<file path="src/rtl/sent_pkg.sv">
// -----------------------------------------------------------------------------
// sent_pkg
// Shared constants, FSM state type and CRC step helper for the SENT (SAE J2716)
// transmit path. The CRC helper is also intended for the receive side.
// -----------------------------------------------------------------------------
package sent_pkg;

    localparam int         SYNC_TICKS  = 56;
    localparam int         LOW_TICKS   = 5;
    localparam int         NIBBLE_BASE = 12;
    localparam logic [3:0] CRC_SEED    = 4'h5;
    localparam logic [3:0] CRC_POLY    = 4'hD;
    localparam int         MIN_PAUSE   = 12;

    typedef enum logic [2:0] {
        IDLE,
        SYNC,
        STATUS,
        DATA,
        CRC,
        PAUSE
    } sent_tx_state_t;

    // One bit of the SENT CRC4: the new bit enters at the LSB, the bit that
    // falls out of the MSB folds the reduction constant back in.
    function automatic logic [3:0] crc4_bit(input logic [3:0] crc, input logic b);
        return {crc[2:0], b} ^ (crc[3] ? CRC_POLY : 4'h0);
    endfunction

endpackage

</file>
<file path="src/rtl/sent_tx_crc4.sv">
// -----------------------------------------------------------------------------
// sent_tx_crc4
// Combinational SENT CRC4 over NIBBLES data nibbles (MSB first) followed by one
// augmenting zero nibble, seeded with CRC_SEED.
//   data : 4*NIBBLES data nibbles, first-transmitted nibble in the top bits
//   crc  : resulting CRC nibble
// -----------------------------------------------------------------------------
module sent_tx_crc4
    import sent_pkg::*;
#(
    parameter int NIBBLES = 6
) (
    input  logic [4*NIBBLES-1:0] data,
    output logic [3:0]           crc
);

    logic [3:0] acc;

    always_comb begin
        acc = CRC_SEED;
        for (int i = 4*NIBBLES-1; i >= 0; i--) begin
            acc = crc4_bit(acc, data[i]);
        end
        for (int i = 0; i < 4; i++) begin
            acc = crc4_bit(acc, 1'b0);
        end
        crc = acc;
    end

endmodule

</file>
<file path="src/rtl/sent_tx_frame_ctrl.sv">
// -----------------------------------------------------------------------------
// sent_tx_frame_ctrl
// SENT transmit frame sequencer. A one-deep holding register takes a frame over
// a valid/ready handshake; its CRC is formed combinationally while it waits.
// On a tick the held frame is moved into the transmit registers and the line is
// sequenced through SYNC, STATUS, DATA x NIBBLES, CRC and an optional PAUSE.
// Every segment is 5 ticks low followed by high for the rest of its length.
//   clk_tx       : transmit clock
//   reset_tx     : synchronous active-high reset
//   tick_en      : one-cycle strobe per SENT unit time
//   frame_valid  : frame offered
//   frame_ready  : holding register empty
//   frame_status : status/comm nibble
//   frame_data   : data nibbles, first-transmitted nibble in the top bits
//   sent_out     : SENT line (idles high)
//   busy         : frame in transmission
//   frame_done   : one-cycle pulse on the edge that ends a frame
// -----------------------------------------------------------------------------
module sent_tx_frame_ctrl
    import sent_pkg::*;
#(
    parameter int NIBBLES     = 6,
    parameter int FRAME_TICKS = 0
) (
    input  logic                 clk_tx,
    input  logic                 reset_tx,
    input  logic                 tick_en,
    input  logic                 frame_valid,
    output logic                 frame_ready,
    input  logic [3:0]           frame_status,
    input  logic [4*NIBBLES-1:0] frame_data,
    output logic                 sent_out,
    output logic                 busy,
    output logic                 frame_done
);

    // Counters must hold the longest non-pause frame (56 + 8*27 = 272) and the
    // full configured frame length.
    localparam int CNT_W = (FRAME_TICKS > 511) ? $clog2(FRAME_TICKS + 1) : 9;
    localparam int IDX_W = $clog2(NIBBLES + 1);

    localparam logic [CNT_W-1:0] CNT_ONE  = CNT_W'(1);
    localparam logic [CNT_W-1:0] SYNC_LEN = CNT_W'(SYNC_TICKS);
    localparam logic [CNT_W-1:0] LOW_LEN  = CNT_W'(LOW_TICKS);
    localparam logic [IDX_W-1:0] IDX_ONE  = IDX_W'(1);
    localparam logic [IDX_W-1:0] IDX_LAST = IDX_W'(NIBBLES);

    sent_tx_state_t       state, state_n;
    logic [CNT_W-1:0]     seg_cnt, seg_cnt_n;
    logic [CNT_W-1:0]     seg_len, seg_len_n;
    logic [CNT_W-1:0]     frame_cnt, frame_cnt_n;
    logic [IDX_W-1:0]     nib_idx, nib_idx_n;
    logic                 sent_out_n;
    logic                 done_n;
    logic                 hold_valid;
    logic                 accept;
    logic                 load_tx;
    logic                 shift_data;
    logic                 start_sync;
    logic                 end_frame;

    logic [3:0]           hold_status;
    logic [4*NIBBLES-1:0] hold_data;
    logic [3:0]           hold_crc;
    logic [3:0]           tx_status;
    logic [4*NIBBLES-1:0] tx_data;
    logic [3:0]           tx_crc;

    function automatic logic [CNT_W-1:0] nibble_len(input logic [3:0] v);
        return CNT_W'(NIBBLE_BASE) + CNT_W'(v);
    endfunction

    // Pause fills the frame up to FRAME_TICKS but never drops below MIN_PAUSE.
    function automatic logic [CNT_W-1:0] pause_len(input logic [CNT_W-1:0] used);
        logic [CNT_W:0] need;
        need = {1'b0, used} + (CNT_W+1)'(MIN_PAUSE);
        if (need > (CNT_W+1)'(FRAME_TICKS)) begin
            return CNT_W'(MIN_PAUSE);
        end
        return CNT_W'(FRAME_TICKS) - used;
    endfunction

    assign accept      = frame_valid && !hold_valid;
    assign frame_ready = !hold_valid;
    assign busy        = (state != IDLE);

    // ---- holding stage: CRC formed while the frame waits for its SYNC tick ----
    sent_tx_crc4 #(
        .NIBBLES(NIBBLES)
    ) u_crc (
        .data(hold_data),
        .crc (hold_crc)
    );

    always_comb begin
        state_n     = state;
        seg_cnt_n   = seg_cnt;
        seg_len_n   = seg_len;
        frame_cnt_n = frame_cnt;
        nib_idx_n   = nib_idx;
        sent_out_n  = sent_out;
        done_n      = 1'b0;
        load_tx     = 1'b0;
        shift_data  = 1'b0;
        start_sync  = 1'b0;
        end_frame   = 1'b0;

        if (tick_en) begin
            if (state == IDLE) begin
                start_sync = hold_valid;
            end else if (seg_cnt != seg_len) begin
                seg_cnt_n   = seg_cnt + CNT_ONE;
                frame_cnt_n = frame_cnt + CNT_ONE;
                if (seg_cnt >= LOW_LEN) begin
                    sent_out_n = 1'b1;
                end
            end else begin
                // This tick is the first one of the following segment.
                seg_cnt_n   = CNT_ONE;
                frame_cnt_n = frame_cnt + CNT_ONE;
                sent_out_n  = 1'b0;
                case (state)
                    SYNC: begin
                        state_n   = STATUS;
                        seg_len_n = nibble_len(tx_status);
                    end
                    STATUS: begin
                        state_n    = DATA;
                        seg_len_n  = nibble_len(tx_data[4*NIBBLES-1 -: 4]);
                        shift_data = 1'b1;
                        nib_idx_n  = IDX_ONE;
                    end
                    DATA: begin
                        if (nib_idx == IDX_LAST) begin
                            state_n   = CRC;
                            seg_len_n = nibble_len(tx_crc);
                        end else begin
                            seg_len_n  = nibble_len(tx_data[4*NIBBLES-1 -: 4]);
                            shift_data = 1'b1;
                            nib_idx_n  = nib_idx + IDX_ONE;
                        end
                    end
                    CRC: begin
                        if (FRAME_TICKS != 0) begin
                            state_n   = PAUSE;
                            seg_len_n = pause_len(frame_cnt);
                        end else begin
                            end_frame = 1'b1;
                        end
                    end
                    PAUSE: begin
                        end_frame = 1'b1;
                    end
                    default: begin
                        state_n = IDLE;
                    end
                endcase
            end
        end

        if (end_frame) begin
            done_n = 1'b1;
            if (hold_valid) begin
                start_sync = 1'b1;
            end else begin
                state_n    = IDLE;
                seg_cnt_n  = '0;
                sent_out_n = 1'b1;
            end
        end

        if (start_sync) begin
            state_n     = SYNC;
            seg_len_n   = SYNC_LEN;
            seg_cnt_n   = CNT_ONE;
            frame_cnt_n = CNT_ONE;
            nib_idx_n   = '0;
            sent_out_n  = 1'b0;
            load_tx     = 1'b1;
        end
    end

    // ---- control registers ----
    always_ff @(posedge clk_tx) begin
        if (reset_tx) begin
            state      <= IDLE;
            seg_cnt    <= '0;
            seg_len    <= '0;
            frame_cnt  <= '0;
            nib_idx    <= '0;
            sent_out   <= 1'b1;
            frame_done <= 1'b0;
            hold_valid <= 1'b0;
        end else begin
            state      <= state_n;
            seg_cnt    <= seg_cnt_n;
            seg_len    <= seg_len_n;
            frame_cnt  <= frame_cnt_n;
            nib_idx    <= nib_idx_n;
            sent_out   <= sent_out_n;
            frame_done <= done_n;
            if (load_tx) begin
                hold_valid <= 1'b0;
            end else if (accept) begin
                hold_valid <= 1'b1;
            end
        end
    end

    // ---- data registers: holding stage and transmit shift register ----
    always_ff @(posedge clk_tx) begin
        if (accept) begin
            hold_status <= frame_status;
            hold_data   <= frame_data;
        end
        if (load_tx) begin
            tx_status <= hold_status;
            tx_data   <= hold_data;
            tx_crc    <= hold_crc;
        end else if (shift_data) begin
            tx_data <= tx_data << 4;
        end
    end

endmodule

</file>
<file path="config.mk">
export PLATFORM = sky130hd
export DESIGN_NAME = sent_tx_frame_ctrl
export DESIGN_NICKNAME = d
export VERILOG_FILES = /design/src/rtl/sent_pkg.sv /design/src/rtl/sent_tx_crc4.sv /design/src/rtl/sent_tx_frame_ctrl.sv
export SDC_FILE = /design/constraint.sdc
export NUM_CORES = 1
export LEC_CHECK = 0
export CAP_MARGIN = 20
export CELL_PAD_IN_SITES_DETAIL_PLACEMENT = 2
export CELL_PAD_IN_SITES_GLOBAL_PLACEMENT = 2
export CORE_UTILIZATION = 40
export DETAILED_ROUTE_END_ITERATION = 8
export GPL_TIMING_DRIVEN = 0
export PLACE_DENSITY = 0.84
export SLEW_MARGIN = 20
export SYNTH_ARGS = -nofsm -noshare
export SYNTH_HDL_FRONTEND = slang
export SYNTH_SLANG_ARGS = --single-unit
export TNS_END_PERCENT = 100
</file>
<file path="constraint.sdc">
create_clock -name clk_tx -period 5.25 [get_ports clk_tx]
set_input_delay 1.05 -clock clk_tx [delete_from_list [all_inputs] [get_ports clk_tx]]
set_output_delay 1.05 -clock clk_tx [all_outputs]
set_load 0.005 [all_outputs]
</file>
Word-level counts from Yosys, hierarchy flattened
Cells that the tools add are included.

Bits in registers: 87. Input port bits: 32. Output and inout port bits: 4. Word-level logic and storage cells: 147.

$add $sub $neg: 5. Order comparisons: 1. Eq/ne operators: 10. Multiplexer cells: 72. Bitwise gates (word level): 29. Reductions and logical operators: 15.

Operator list (number): $mux 4 (26); $xor 4x4->4 (26); $mux 24 (2); $mux 9 (5); $pmux 9 s3 (1); $mux 6 (4); $mux 1 (23); $mux 3 (7); $add 4x4->5 const A (3); $pmux 3 s4 (1); $add 9x1->9 const B (1); $eq 3x3->1 const B (3); $ge 9x3->1 const B (1); $ne 9x9->1 (1); $reduce_and 4->1 (2); $eq 3x2->1 const B (2); $ne 2x2->1 const B (3); $pmux 3 s2 (1); $reduce_bool 2->1 (3); $reduce_bool 3->1 (2); $reduce_or 2->1 (3); $mux 5 (1); $reduce_and 5->1 (1); $reduce_bool 4->1 (1); other kinds (8) (9).

Depth between registers and ports, before layout
Word-level depth: 53. Depth in mapped cells: 9. Mapped depth without buffers: 7.

By module
A second synthesis with hierarchy kept.

Cell total of the unflattened synthesis: 285. Area, all modules: 3858.7 µm².

Modules (own cells, without submodules): sent_tx_frame_ctrl (times used 1, cells each 264, area an instance 3562.2 µm², seq. area each 2282.2 µm²); sent_tx_crc4 (times used 1, cells each 21, area an instance 296.5 µm², seq. area each 0.0 µm²).

Least setup slack after synthesis
Ideal clock, no wire load.

Path type: input -> register. From: in frame_valid. To: reg hold_data[0] (enable). Library setup time: 0.416 ns. Arrival: 2.327 ns. Data required time: 4.834 ns. Path slack: 2.507 ns. Stages: 1. Path buffers: 0. Cells stage by stage: nor2b_1.

Cells in the longest elaborated chain, start to end: 1.

RTL lines: start, declared (RTL line sent_tx_frame_ctrl.sv:28) `input logic frame_valid,`; $logic_and 1x1->1 (RTL line sent_tx_frame_ctrl.sv:83) `assign accept = frame_valid && !hold_valid;`; end signal, assigned (RTL line sent_tx_frame_ctrl.sv:214) `hold_data <= frame_data;`; end, declared (RTL line sent_tx_frame_ctrl.sv:63) `logic [4*NIBBLES-1:0] hold_data;`.

No other way between the ends. A chain may end at the register's enable or synchronous reset.

Worst setup path in the final report
From: in tick_en. To: reg tx_data[8] (enable).

Cells in the longest elaborated chain, start to end: 5. Elaborated cells between the ends (all ways): 7. Those cells by class: mux: 6; reduce/logical: 1.

RTL lines: start, declared (RTL line sent_tx_frame_ctrl.sv:27) `input logic tick_en,`; $mux 1 (RTL line sent_tx_frame_ctrl.sv:108) `if (tick_en) begin`; $mux 1 (RTL line sent_tx_frame_ctrl.sv:163) `if (hold_valid) begin`; $mux 1 (RTL line sent_tx_frame_ctrl.sv:161) `if (end_frame) begin`; $mux 1 (RTL line sent_tx_frame_ctrl.sv:172) `if (start_sync) begin`; $reduce_bool 2->1 (no line) (*); end signal, assigned (RTL line sent_tx_frame_ctrl.sv:218) `tx_data <= hold_data;`; end signal, assigned (RTL line sent_tx_frame_ctrl.sv:221) `tx_data <= tx_data << 4;`; end, declared (RTL line sent_tx_frame_ctrl.sv:66) `logic [4*NIBBLES-1:0] tx_data;`.

Mark *: on every way between the ends. The rest lies on a longest branch, timed or not.

==> qor.yml <==
cts_max_level: 3
seqPwrFrac_pct: 54.6
rows: 35
ys_types: 54
vias_per_cell: 5.299
post-route-min-period_ns: 3.142
dp_hpwl_um: 7103
cts_tree: "built"
num_io_pins: 36
gp_congestion: 0.7613
yosys_register_bits: 84
num_antenna_cells: 0
worstSetupEndpointType: "register"
area_delta_synth_final_pct: 18.01
criticalPathCategory: "input pin to register"
first_pass_iters: 4
postSynthAreaPerCell_um2: 13.06
fin_skew_ns: 0.01172
grt_pass1_wl_um: 16070
synth_edf_count: 60
cts_buffers: 9
netlist_instances: 298
place.port_buffers: 35
start_util_pct: 41.72
required_ns: 5.24
dieHeight_um: 100.6
tightest_slew_ns: 1.016
cts_root_buf: "clkbuf_8"
cts_buffer_depth: 2
path_cells: "clkdlybuf4s50_1 -> and3b_1 -> nand2_1 -> o21a_1 -> buf_6 -> buf_2 -> nand2_2"
drive_above_1_share_pct: 16.62
cpLargestDelayFamily: "buffers and inverters"
fin_tns_setup_ns: 0
worst-path-buf-inv: 3
crit_fanout: 24
p_leak_nw: 1.616
clkPwrFrac_pct: 30.9
synthFlopType: "edfxtp_1"
yosys_warnings: 0
track_usage_pct: 22.01
postCtsSetupRepairBufs: 0
cp_data_arrival_time_ns: 3.13
grt_pass1_vias: 2856
fin_nets: 383
synthesis.nets: 337
cts_resized: 0
rsz0062_at_grt: "false"
async_flop_share_pct: 0
finalWirelength_um: 9947
post-route-util_pct: 49.23
wl_met1_um: 3860
crit_path_start_kind: "input pin"
antenna_found_initial: 0
wire_per_inst_um: 20.81
ant_nets: 0
min_period_over_period_pct: 59.86
core_um2: 9328
die_x_um: 100.6
clkLatencyLatePin_ns: 0.36
hold_buffers: 0
drc: 0
top_layer_used: "met4"
relSlewSlack_pct: 31.66
critPathMaxStageDelay_ns: 0.68
p_comb_share_pct: 14.5
slowest_stage: "clkdlybuf4s50_1"
drt-initial-drc-count: 60
num_vias: 2533
cell_internal_pwr_mw: 1.040
cts.sinks: 84
ys_seq_area_share_pct: 58.65
p_sw_share_pct: 26.72
max-cap-violations: 0
power_density_nw_per_um2: 309.0
hold_viol: 0
hp-class: "register to register"
wl_met2_um: 5638
finalSetupViolations: 0
synth_area_um2: 3891
wl_met3_um: 263
switchingPower_mw: 0.3790
status: "finished, final reports clean"
grt_overflow_total: 0
dieArea_um2: 10130
fmax_mhz: 318.2
nFillCells: 921
vdd_ir_drop_max_uv: 222.0
grt_max_degree: 29
cts.clk_slew.worst_paths_ns: 0.09
maxSlewViolCount: 0
-- routing by layer --
metal	up-vias	GRT usage [%]
li1	1188	-
met1	1279	23.52
met2	50	43.26
met3	16	3.953
met4	0	7.135
met5	-	0
-- state kept, by name (all words and copies together) (netlist names) --
register and flops:
state 3, hold_valid 1, sent_out 1, seg_cnt 9, hold_status 4, hold_data 24
seg_len 6, frame_done 1, nib_idx 3, tx_crc 4, tx_status 4, tx_data 24
-- logic make-up (layout without fill, tap and decap cells) --
group                    after synthesis  after routing  share of synthesized area [%]
flip-flops                            84             84                          58.65
multiplexers                          26             26                          7.331
AND/OR/NAND/NOR                       80             80                          12.57
AO/OA/AOI/OAI                         38             38                          6.817
adder cells (fa/ha/maj)                7              7                          2.251
XOR/XNOR                              38             38                          8.939
buffers and inverters                 25             76                          3.440
-- cells in the final DEF (no fill, tap or decap), types with 3 or more instances in the layout --
cell type	netlist	final
a21oi_1	6	6
a31oi_1	4	4
and2_1	5	5
buf_2	5	5
buf_6	4	4
clkbuf_1	4	6
clkbuf_8	0	10
clkdlybuf4s50_1	0	35
dfxtp_1	24	24
edfxtp_1	60	60
ha_1	7	7
inv_1	10	10
mux2_2	20	20
mux2i_1	6	6
nand2_1	14	13
nand3_1	3	3
nand4_1	6	6
nor2_1	13	13
nor2b_1	4	3
nor3_1	5	5
nor4_1	9	9
o21ai_0	8	8
o31ai_1	4	4
xnor2_1	22	22
xor2_1	14	14
-- layout make-up --
| cell class | instances | area (um2) | area share, % |
|---|---|---|---|
| repair buffers | 35 | 350.3 | 7.629 |
| clock inverters | 4 | 33.78 | 0.7357 |
| well taps | 129 | 161.4 | 3.515 |
| inverters | 11 | 41.29 | 0.8992 |
| clock buffers | 12 | 145.1 | 3.161 |
| plain buffers | 14 | 92.59 | 2.016 |
| flip-flops and latches | 84 | 2282 | 49.70 |
| multi-input cells | 189 | 1485 | 32.34 |
-- stage by stage --
stage               power (mW)  hold slack (ns)  instance area [um2]  setup slack [ns]  cells
CTS                      1.437           0.4343                 4589             1.696    478
floorplan               0.9154           0.4003                 3891             2.507    298
global route             1.478           0.4409                 4592             1.969    478
detailed placement      0.9982           0.4125                 4410             1.333    462
finish                   1.419           0.4319                 4592             2.108    478
global placement        0.9785           0.4093                 4403             1.456    462
-- final timing paths --
check	from	to	slack, ns	cells after the start
worst max register to register	seg_cnt[2]	tx_data[8]	2.59	7
worst min register to register	hold_status[3]	tx_status[3]	0.43	0
worst min-delay path	hold_status[3]	tx_status[3]	0.43	0
worst max-delay path	tick_en	tx_data[8]	2.11	7
-- worst register-to-register path: stages, from the launching register on --
cell and delay (ns):
dfxtp_1 0.47, xor2_1 0.30, and3b_2 0.30, nand2_1 0.15
o21a_1 0.18, buf_6 0.17, buf_2 0.28, nand2_2 0.42
-- cells in the mapped netlist (2+ instances only) --
| master | instances | area [um2] |
|---|---|---|
| edfxtp_1 | 60 | 1802 |
| dfxtp_1 | 24 | 480.5 |
| xnor2_1 | 22 | 192.7 |
| mux2_2 | 20 | 225.2 |
| nand2_1 | 14 | 52.55 |
| xor2_1 | 14 | 122.6 |
| nor2_1 | 13 | 48.80 |
| inv_1 | 10 | 37.54 |
| nor4_1 | 9 | 56.30 |
| o21ai_0 | 8 | 40.04 |
| ha_1 | 7 | 87.58 |
| a21oi_1 | 6 | 30.03 |
| mux2i_1 | 6 | 60.06 |
| nand4_1 | 6 | 37.54 |
| and2_1 | 5 | 31.28 |
| buf_2 | 5 | 25.02 |
| nor3_1 | 5 | 25.02 |
| a31oi_1 | 4 | 25.02 |
| buf_6 | 4 | 45.04 |
| clkbuf_1 | 4 | 15.01 |
| nor2b_1 | 4 | 25.02 |
| o31ai_1 | 4 | 30.03 |
| nand3_1 | 3 | 15.01 |
| a2111oi_2 | 2 | 30.03 |
| a211oi_1 | 2 | 15.01 |
| and3_1 | 2 | 12.51 |
| and4_1 | 2 | 17.52 |
| nand3b_1 | 2 | 15.01 |
| nand4b_1 | 2 | 17.52 |
| nor4_2 | 2 | 25.02 |
| o211ai_1 | 2 | 15.01 |
| or3_1 | 2 | 12.51 |
| xnor2_2 | 2 | 32.53 |
-- power groups by stage --
stage / combinational [mW] / clock [mW] / sequential [mW]
6_report: 0.205 / 0.439 / 0.775
5_1_grt: 0.225 / 0.474 / 0.779
4_1_cts: 0.210 / 0.452 / 0.776
3_5_place_dp: 0.208 / 0 / 0.791
3_3_place_gp: 0.191 / 0 / 0.787
2_1_floorplan: 0.133 / 0 / 0.782
No activity file was read; power rests on OpenSTA's default activity.
